## config.mk

```make
export PLATFORM = sky130hd
export DESIGN_NAME = fft_stream_loader
export DESIGN_NICKNAME = d
export VERILOG_FILES = /design/src/rtl/fft_stream_loader.sv
export SDC_FILE = /design/constraint.sdc
export NUM_CORES = 1
export LEC_CHECK = 0
export ABC_CLOCK_PERIOD_IN_PS = 2700
export CAP_MARGIN = 15
export CORE_UTILIZATION = 28
export CTS_CLUSTER_DIAMETER = 50
export DETAILED_ROUTE_END_ITERATION = 12
export GPL_ROUTABILITY_DRIVEN = 0
export PLACE_DENSITY_LB_ADDON = 0.05
export REMOVE_ABC_BUFFERS = 1
export SETUP_SLACK_MARGIN = 0.05
export SYNTH_ARGS = -nofsm -noshare
export SYNTH_HDL_FRONTEND = slang
export SYNTH_SLANG_ARGS = --single-unit
```

## constraint.sdc

```tcl
create_clock -name clk -period 2.7 [get_ports clk]
set_input_delay 0.27 -clock clk [delete_from_list [all_inputs] [get_ports clk]]
set_output_delay 0.27 -clock clk [all_outputs]
set_load 0.02 [all_outputs]
```

## src/rtl/fft_stream_loader.sv

```systemverilog
// fft_stream_loader
//   Writer side of the FFT sample buffer. Accepts one sample per cycle on a
//   valid/ready stream and produces a registered write strobe, write index and
//   write data for the 1-to-N demux tree feeding the buffer. Once a full frame
//   of 2^N_LOG2 samples has been written and has drained through the demux
//   pipeline, frame_done is raised and the stream is stalled until the core
//   returns the buffer with frame_ack. Frame length is checked against s_last.
//
//   Optional build macro: FFT_LOADER_BITREV_EN
//     defined   -> write index is the beat count with its N_LOG2 bits reversed
//                  (bit-reversed input order for decimation-in-time)
//     undefined -> write index is the beat count (natural order)
//
// Ports
//   clk, rst_n        clock, asynchronous active-low reset
//   s_valid/s_ready   input stream handshake (s_ready decoded from state only)
//   s_data, s_last    input sample and end-of-frame marker
//   wr_en/wr_sel/wr_data  registered write to the demux tree
//   frame_done        level: buffer holds a complete frame
//   frame_err         one-cycle pulse on a framing error
//   frame_ack         core has consumed the buffer (honoured in HOLD only)
module fft_stream_loader #(
    parameter int DATA_WIDTH = 8,
    parameter int N_LOG2     = 11,
    parameter int PIPE_LAT   = 3
) (
    input  logic                  clk,
    input  logic                  rst_n,
    input  logic                  s_valid,
    output logic                  s_ready,
    input  logic [DATA_WIDTH-1:0] s_data,
    input  logic                  s_last,
    output logic                  wr_en,
    output logic [N_LOG2-1:0]     wr_sel,
    output logic [DATA_WIDTH-1:0] wr_data,
    output logic                  frame_done,
    output logic                  frame_err,
    input  logic                  frame_ack
);

    localparam logic [1:0] ST_LOAD  = 2'd0;
    localparam logic [1:0] ST_DRAIN = 2'd1;
    localparam logic [1:0] ST_HOLD  = 2'd2;

    // Drain counter must be able to hold PIPE_LAT; keep at least one bit.
    localparam int              DCW        = (PIPE_LAT < 1) ? 1 : $clog2(PIPE_LAT + 1);
    localparam logic [DCW-1:0]  DRAIN_LAST = DCW'(PIPE_LAT);
    localparam logic [N_LOG2-1:0] CNT_MAX  = '1;

    logic [1:0]            state_q,      state_d;
    logic [N_LOG2-1:0]     cnt_q,        cnt_d;
    logic [DCW-1:0]        drain_q,      drain_d;
    logic                  wr_en_q,      wr_en_d;
    logic [N_LOG2-1:0]     wr_sel_q,     wr_sel_d;
    logic [DATA_WIDTH-1:0] wr_data_q,    wr_data_d;
    logic                  frame_done_q, frame_done_d;
    logic                  frame_err_q,  frame_err_d;

    logic [N_LOG2-1:0]     idx;
    logic                  accept;

`ifdef FFT_LOADER_BITREV_EN
    for (genvar g = 0; g < N_LOG2; g++) begin : g_bitrev
        assign idx[g] = cnt_q[N_LOG2-1-g];
    end
`else
    assign idx = cnt_q;
`endif

    assign s_ready = (state_q == ST_LOAD);
    assign accept  = s_valid & s_ready;

    always_comb begin
        state_d      = state_q;
        cnt_d        = cnt_q;
        drain_d      = drain_q;
        wr_en_d      = 1'b0;
        wr_sel_d     = wr_sel_q;
        wr_data_d    = wr_data_q;
        frame_done_d = frame_done_q;
        frame_err_d  = 1'b0;
        case (state_q)
            ST_LOAD: begin
                if (accept) begin
                    wr_en_d   = 1'b1;
                    wr_sel_d  = idx;
                    wr_data_d = s_data;
                    if (cnt_q == CNT_MAX) begin
                        // Full frame: completed even when s_last is missing.
                        cnt_d       = '0;
                        drain_d     = '0;
                        state_d     = ST_DRAIN;
                        frame_err_d = ~s_last;
                    end else if (s_last) begin
                        // Short frame: drop it, next frame overwrites from 0.
                        cnt_d       = '0;
                        frame_err_d = 1'b1;
                    end else begin
                        cnt_d = cnt_q + 1'b1;
                    end
                end
            end
            ST_DRAIN: begin
                // Wait out the demux pipeline so the last write has landed.
                if (drain_q == DRAIN_LAST) begin
                    drain_d      = '0;
                    state_d      = ST_HOLD;
                    frame_done_d = 1'b1;
                end else begin
                    drain_d = drain_q + 1'b1;
                end
            end
            ST_HOLD: begin
                if (frame_ack) begin
                    state_d      = ST_LOAD;
                    frame_done_d = 1'b0;
                end
            end
            default: state_d = ST_LOAD;
        endcase
    end

    always_ff @(posedge clk or negedge rst_n) begin
        if (!rst_n) begin
            state_q      <= ST_LOAD;
            cnt_q        <= '0;
            drain_q      <= '0;
            wr_en_q      <= 1'b0;
            wr_sel_q     <= '0;
            wr_data_q    <= '0;
            frame_done_q <= 1'b0;
            frame_err_q  <= 1'b0;
        end else begin
            state_q      <= state_d;
            cnt_q        <= cnt_d;
            drain_q      <= drain_d;
            wr_en_q      <= wr_en_d;
            wr_sel_q     <= wr_sel_d;
            wr_data_q    <= wr_data_d;
            frame_done_q <= frame_done_d;
            frame_err_q  <= frame_err_d;
        end
    end

    assign wr_en      = wr_en_q;
    assign wr_sel     = wr_sel_q;
    assign wr_data    = wr_data_q;
    assign frame_done = frame_done_q;
    assign frame_err  = frame_err_q;

endmodule

```

==> load_flow_metrics.sql <==
INSERT INTO impl_metrics (metric_group, metric, value, unit) VALUES
('logic_synthesis', 'post-synth-top-count-cell', 'sky130_fd_sc_hd__nand2_1', ''),
('global_route', 'largest_net_degree_at_the_start_of_global_routing', '38', ''),
('floorplanning', 'core_area', '0.005574', 'sq mm'),
('cts', 'buffer_count_from_post_cts_setup_fixing', '0', ''),
('global_route', 'grt_pass1_vias', '1243', ''),
('floorplanning', 'io_pins', '36', ''),
('timing', 'slew_headroom', '0.4513', ''),
('global_route', 'gr-usage-all-layers', '0.1286', ''),
('logic_synthesis', 'post_synth_and_or_nand_nor_area_fraction', '0.2774', ''),
('run_status', 'outcome', 'completed', ''),
('setup_path', 'worst-endpoint-arrival', '2.05', 'ns'),
('run', 'max_cap_viol_count', '0', ''),
('timing', 'final_period_minus_worst_setup_slack', '1.881', 'ns'),
('finish', 'drive_gt1_frac', '0.05854', ''),
('timing', 'grt_setup_unrepaired', 'false', ''),
('cts', 'tritoncts.num_buffers', '5', ''),
('setup_path', 'critPathMaxStageDelay', '0.57', 'ns'),
('cts', 'cts_tree', 'yes', ''),
('logic_synthesis', 'synthFlopType', 'sky130_fd_sc_hd__dfrtp_1', ''),
('routing', 'route.antenna.remaining_nets', '0', ''),
('floorplanning', 'initial_utilization', '0.2929', ''),
('timing', 'clock.fmax', '0.5316', 'GHz'),
('logic_synthesis', 'count_of_flip_flops_with_a_built_in_enable_after_synthesis', '0', ''),
('logic_synthesis', 'combinational_family_with_the_most_area_after_synthesis', 'simple AND/OR/NAND/NOR gates', ''),
('cts', 'skew_pair_late_insertion_delay', '0.29', 'ns'),
('global_route', 'antenna_found_initial', '0', ''),
('cts', 'post_cts.resized_instances', '0', ''),
('finish', 'area_growth', '28.05', '%'),
('worst_hold_path', 'timing.hold.worst.class', 'input port to asynchronous set/reset pin', ''),
('power_and_ir_drop', 'post_route_total_power', '1.080', 'mW'),
('timing', 'finalClockSkew', '0.004952', 'ns'),
('logic_synthesis', 'postSynthCellCount', '172', ''),
('finish', 'n_antenna_cell', '0', ''),
('finish', 'ff_latch_area', '925.9', 'sq um'),
('logic_synthesis', 'post_synth_fa_ha_maj_area_fraction', '0.01533', ''),
('floorplanning', 'chip_height', '78.37', 'um'),
('cts', 'cts_sinks', '37', ''),
('logic_synthesis', 'synth_xor_area_frac', '0.03755', ''),
('cts', 'ctsHoldBuffers', '0', ''),
('power_and_ir_drop', 'power.density', '516.4', 'mW/mm^2'),
('logic_synthesis', 'netlist_area_pre_place', '0.001633', 'sq mm'),
('global_route', 'globalRoute.totalOverflow', '0', ''),
('routing', 'totalWireLength', '3.550', 'mm'),
('floorplanning', 'floorplan.die_area', '0.006141', 'sq mm'),
('routing', 'drt-wirelength-per-cell', '12.82', 'um'),
('cts', 'max_buffers_root_to_sink', '2', ''),
('global_route', 'global_route_wire_length_before_repair', '6.030', 'mm'),
('floorplanning', 'row_count', '27', ''),
('placement', 'dp.final_hpwl', '2.456', 'mm'),
('routing', 'first_iter_violations', '63', ''),
('logic_synthesis', 'yosys_warnings', '0', ''),
('routing', 'drc_errors', '0', ''),
('power_and_ir_drop', 'vdd_ir_drop_max', '272.3', 'uV'),
('finish', 'num-nets-final', '221', ''),
('timing', 'total_negative_slack', '0', 'ns'),
('cts', 'htreeDepth', '2', ''),
('logic_synthesis', 'synth_largest_type_area_fraction', '0.5670', ''),
('logic_synthesis', 'synth.area.mux_share', '0', ''),
('finish', 'fillers', '583', ''),
('setup_path', 'crit_type', 'input port to flop', ''),
('timing', 'tightest_slew', '0.8230', 'ns'),
('setup_path', 'worstPathRequired', '2.87', 'ns'),
('setup_path', 'worstPathCellList', 'clkdlybuf4s50_1, or3b_4, inv_2, nand4_1, xor2_1, nor2_1', ''),
('logic_synthesis', 'synth.largest_area_cell', 'sky130_fd_sc_hd__dfrtp_1', ''),
('timing', 'final_number_of_setup_violating_endpoints', '0', ''),
('setup_path', 'timing.critical_path.to_type', 'flop', ''),
('timing', 'number_of_slew_limit_violations_in_the_final_report', '0', ''),
('timing', 'hold_violations', '0', ''),
('finish', 'multi_input_comb_area', '636.9', 'sq um'),
('floorplanning', 'fp.dieW', '78.37', 'um'),
('cts', 'clkTransAtPathRegs', '0.07', 'ns');
stage by stage:
stage            util  std cells  worst slack, ns  instance area, sq um  hold slack (ns)
4_1_cts        0.3751        277           0.8027                  2091           0.1181
2_1_floorplan       -        163            1.031                  1574         -0.02559
6_report       0.3751        277           0.8189                  2091          0.07089
3_5_place_dp   0.3618        271           0.5056                  2017           0.4355
5_1_grt        0.3751        277           0.6856                  2091           0.1424
3_3_place_gp   0.3618        271           0.5627                  2017           0.4154
final timing paths:
kind                                        start                      to  slack (ns)  depth (start not counted)
max                                       s_valid    cnt_q[3]$_DFFE_PN0P_        0.82                          6
min                                         rst_n  wr_data[7]$_DFFE_PN0P_        0.07                          1
max reg2reg                state_q[0]$_DFFE_PN0P_    cnt_q[3]$_DFFE_PN0P_        0.85                          5
min reg2reg                wr_data[5]$_DFFE_PN0P_  wr_data[5]$_DFFE_PN0P_        0.47                          2
max in group asynchronous                   rst_n    cnt_q[9]$_DFFE_PN0P_        2.10                          1
min in group clk           wr_data[5]$_DFFE_PN0P_  wr_data[5]$_DFFE_PN0P_        0.47                          2
sequential cells by signal, summed over array words and instances (netlist names):
| register | flops |
|---|---|
| wr_en | 1 |
| cnt_q | 11 |
| wr_data | 8 |
| wr_sel | 11 |
| frame_err | 1 |
| frame_done | 1 |
| state_q | 2 |
| drain_q | 2 |
worst max-delay path: cells and delay by family:
family	cells	cell delay (ns)
AND/OR/NAND/NOR	3	0.78
buffers and inverters	2	0.81
XOR/XNOR	1	0.19
cell type report:
cell class,instances,share of cell area
Clock buffer,5,0.03291
Clock inverter,1,0.002394
Inverter,3,0.005386
Multi-Input combinational cell,123,0.3046
Sequential cell,37,0.4428
Tap cell,72,0.04309
Timing Repair Buffer,36,0.1688
routing by layer:
layer | vias up | share of wire | track usage
met4 | 0 | 0.012 | 0.05370
met3 | 5 | 0.039 | 0.04186
met2 | 21 | 0.47 | 0.2044
met1 | 583 | 0.48 | 0.1601
met5 | - | 0 | 0
li1 | 627 | - | -
cell usage in the layout, fill, tap and decap left out, types with 3 or more instances in the layout:
cell type,instances
sky130_fd_sc_hd__nand2_1,62
sky130_fd_sc_hd__dfrtp_1,37
sky130_fd_sc_hd__clkdlybuf4s50_1,34
sky130_fd_sc_hd__nor2_1,13
sky130_fd_sc_hd__o21ai_0,7
sky130_fd_sc_hd__clkbuf_8,5
sky130_fd_sc_hd__xnor2_1,4
sky130_fd_sc_hd__o21ai_1,4
sky130_fd_sc_hd__and3_1,3
sky130_fd_sc_hd__nand4_1,3
sky130_fd_sc_hd__xor2_1,3
sky130_fd_sc_hd__nand3_1,3
where the power goes:
part | switching, mW | internal, mW
sequential | 0.0164 | 0.577
combinational | 0.0736 | 0.0602
clock | 0.183 | 0.170
kinds of logic after synthesis:
family                     Yosys count
xor gates and xnor gates             7
DFF                                 37
adders and majority gates            2
buffers and inverters               12
AOI/OAI and AO/OA                   17
and+or+nand+nor                     97
No activity file was read; power rests on OpenSTA's default activity.
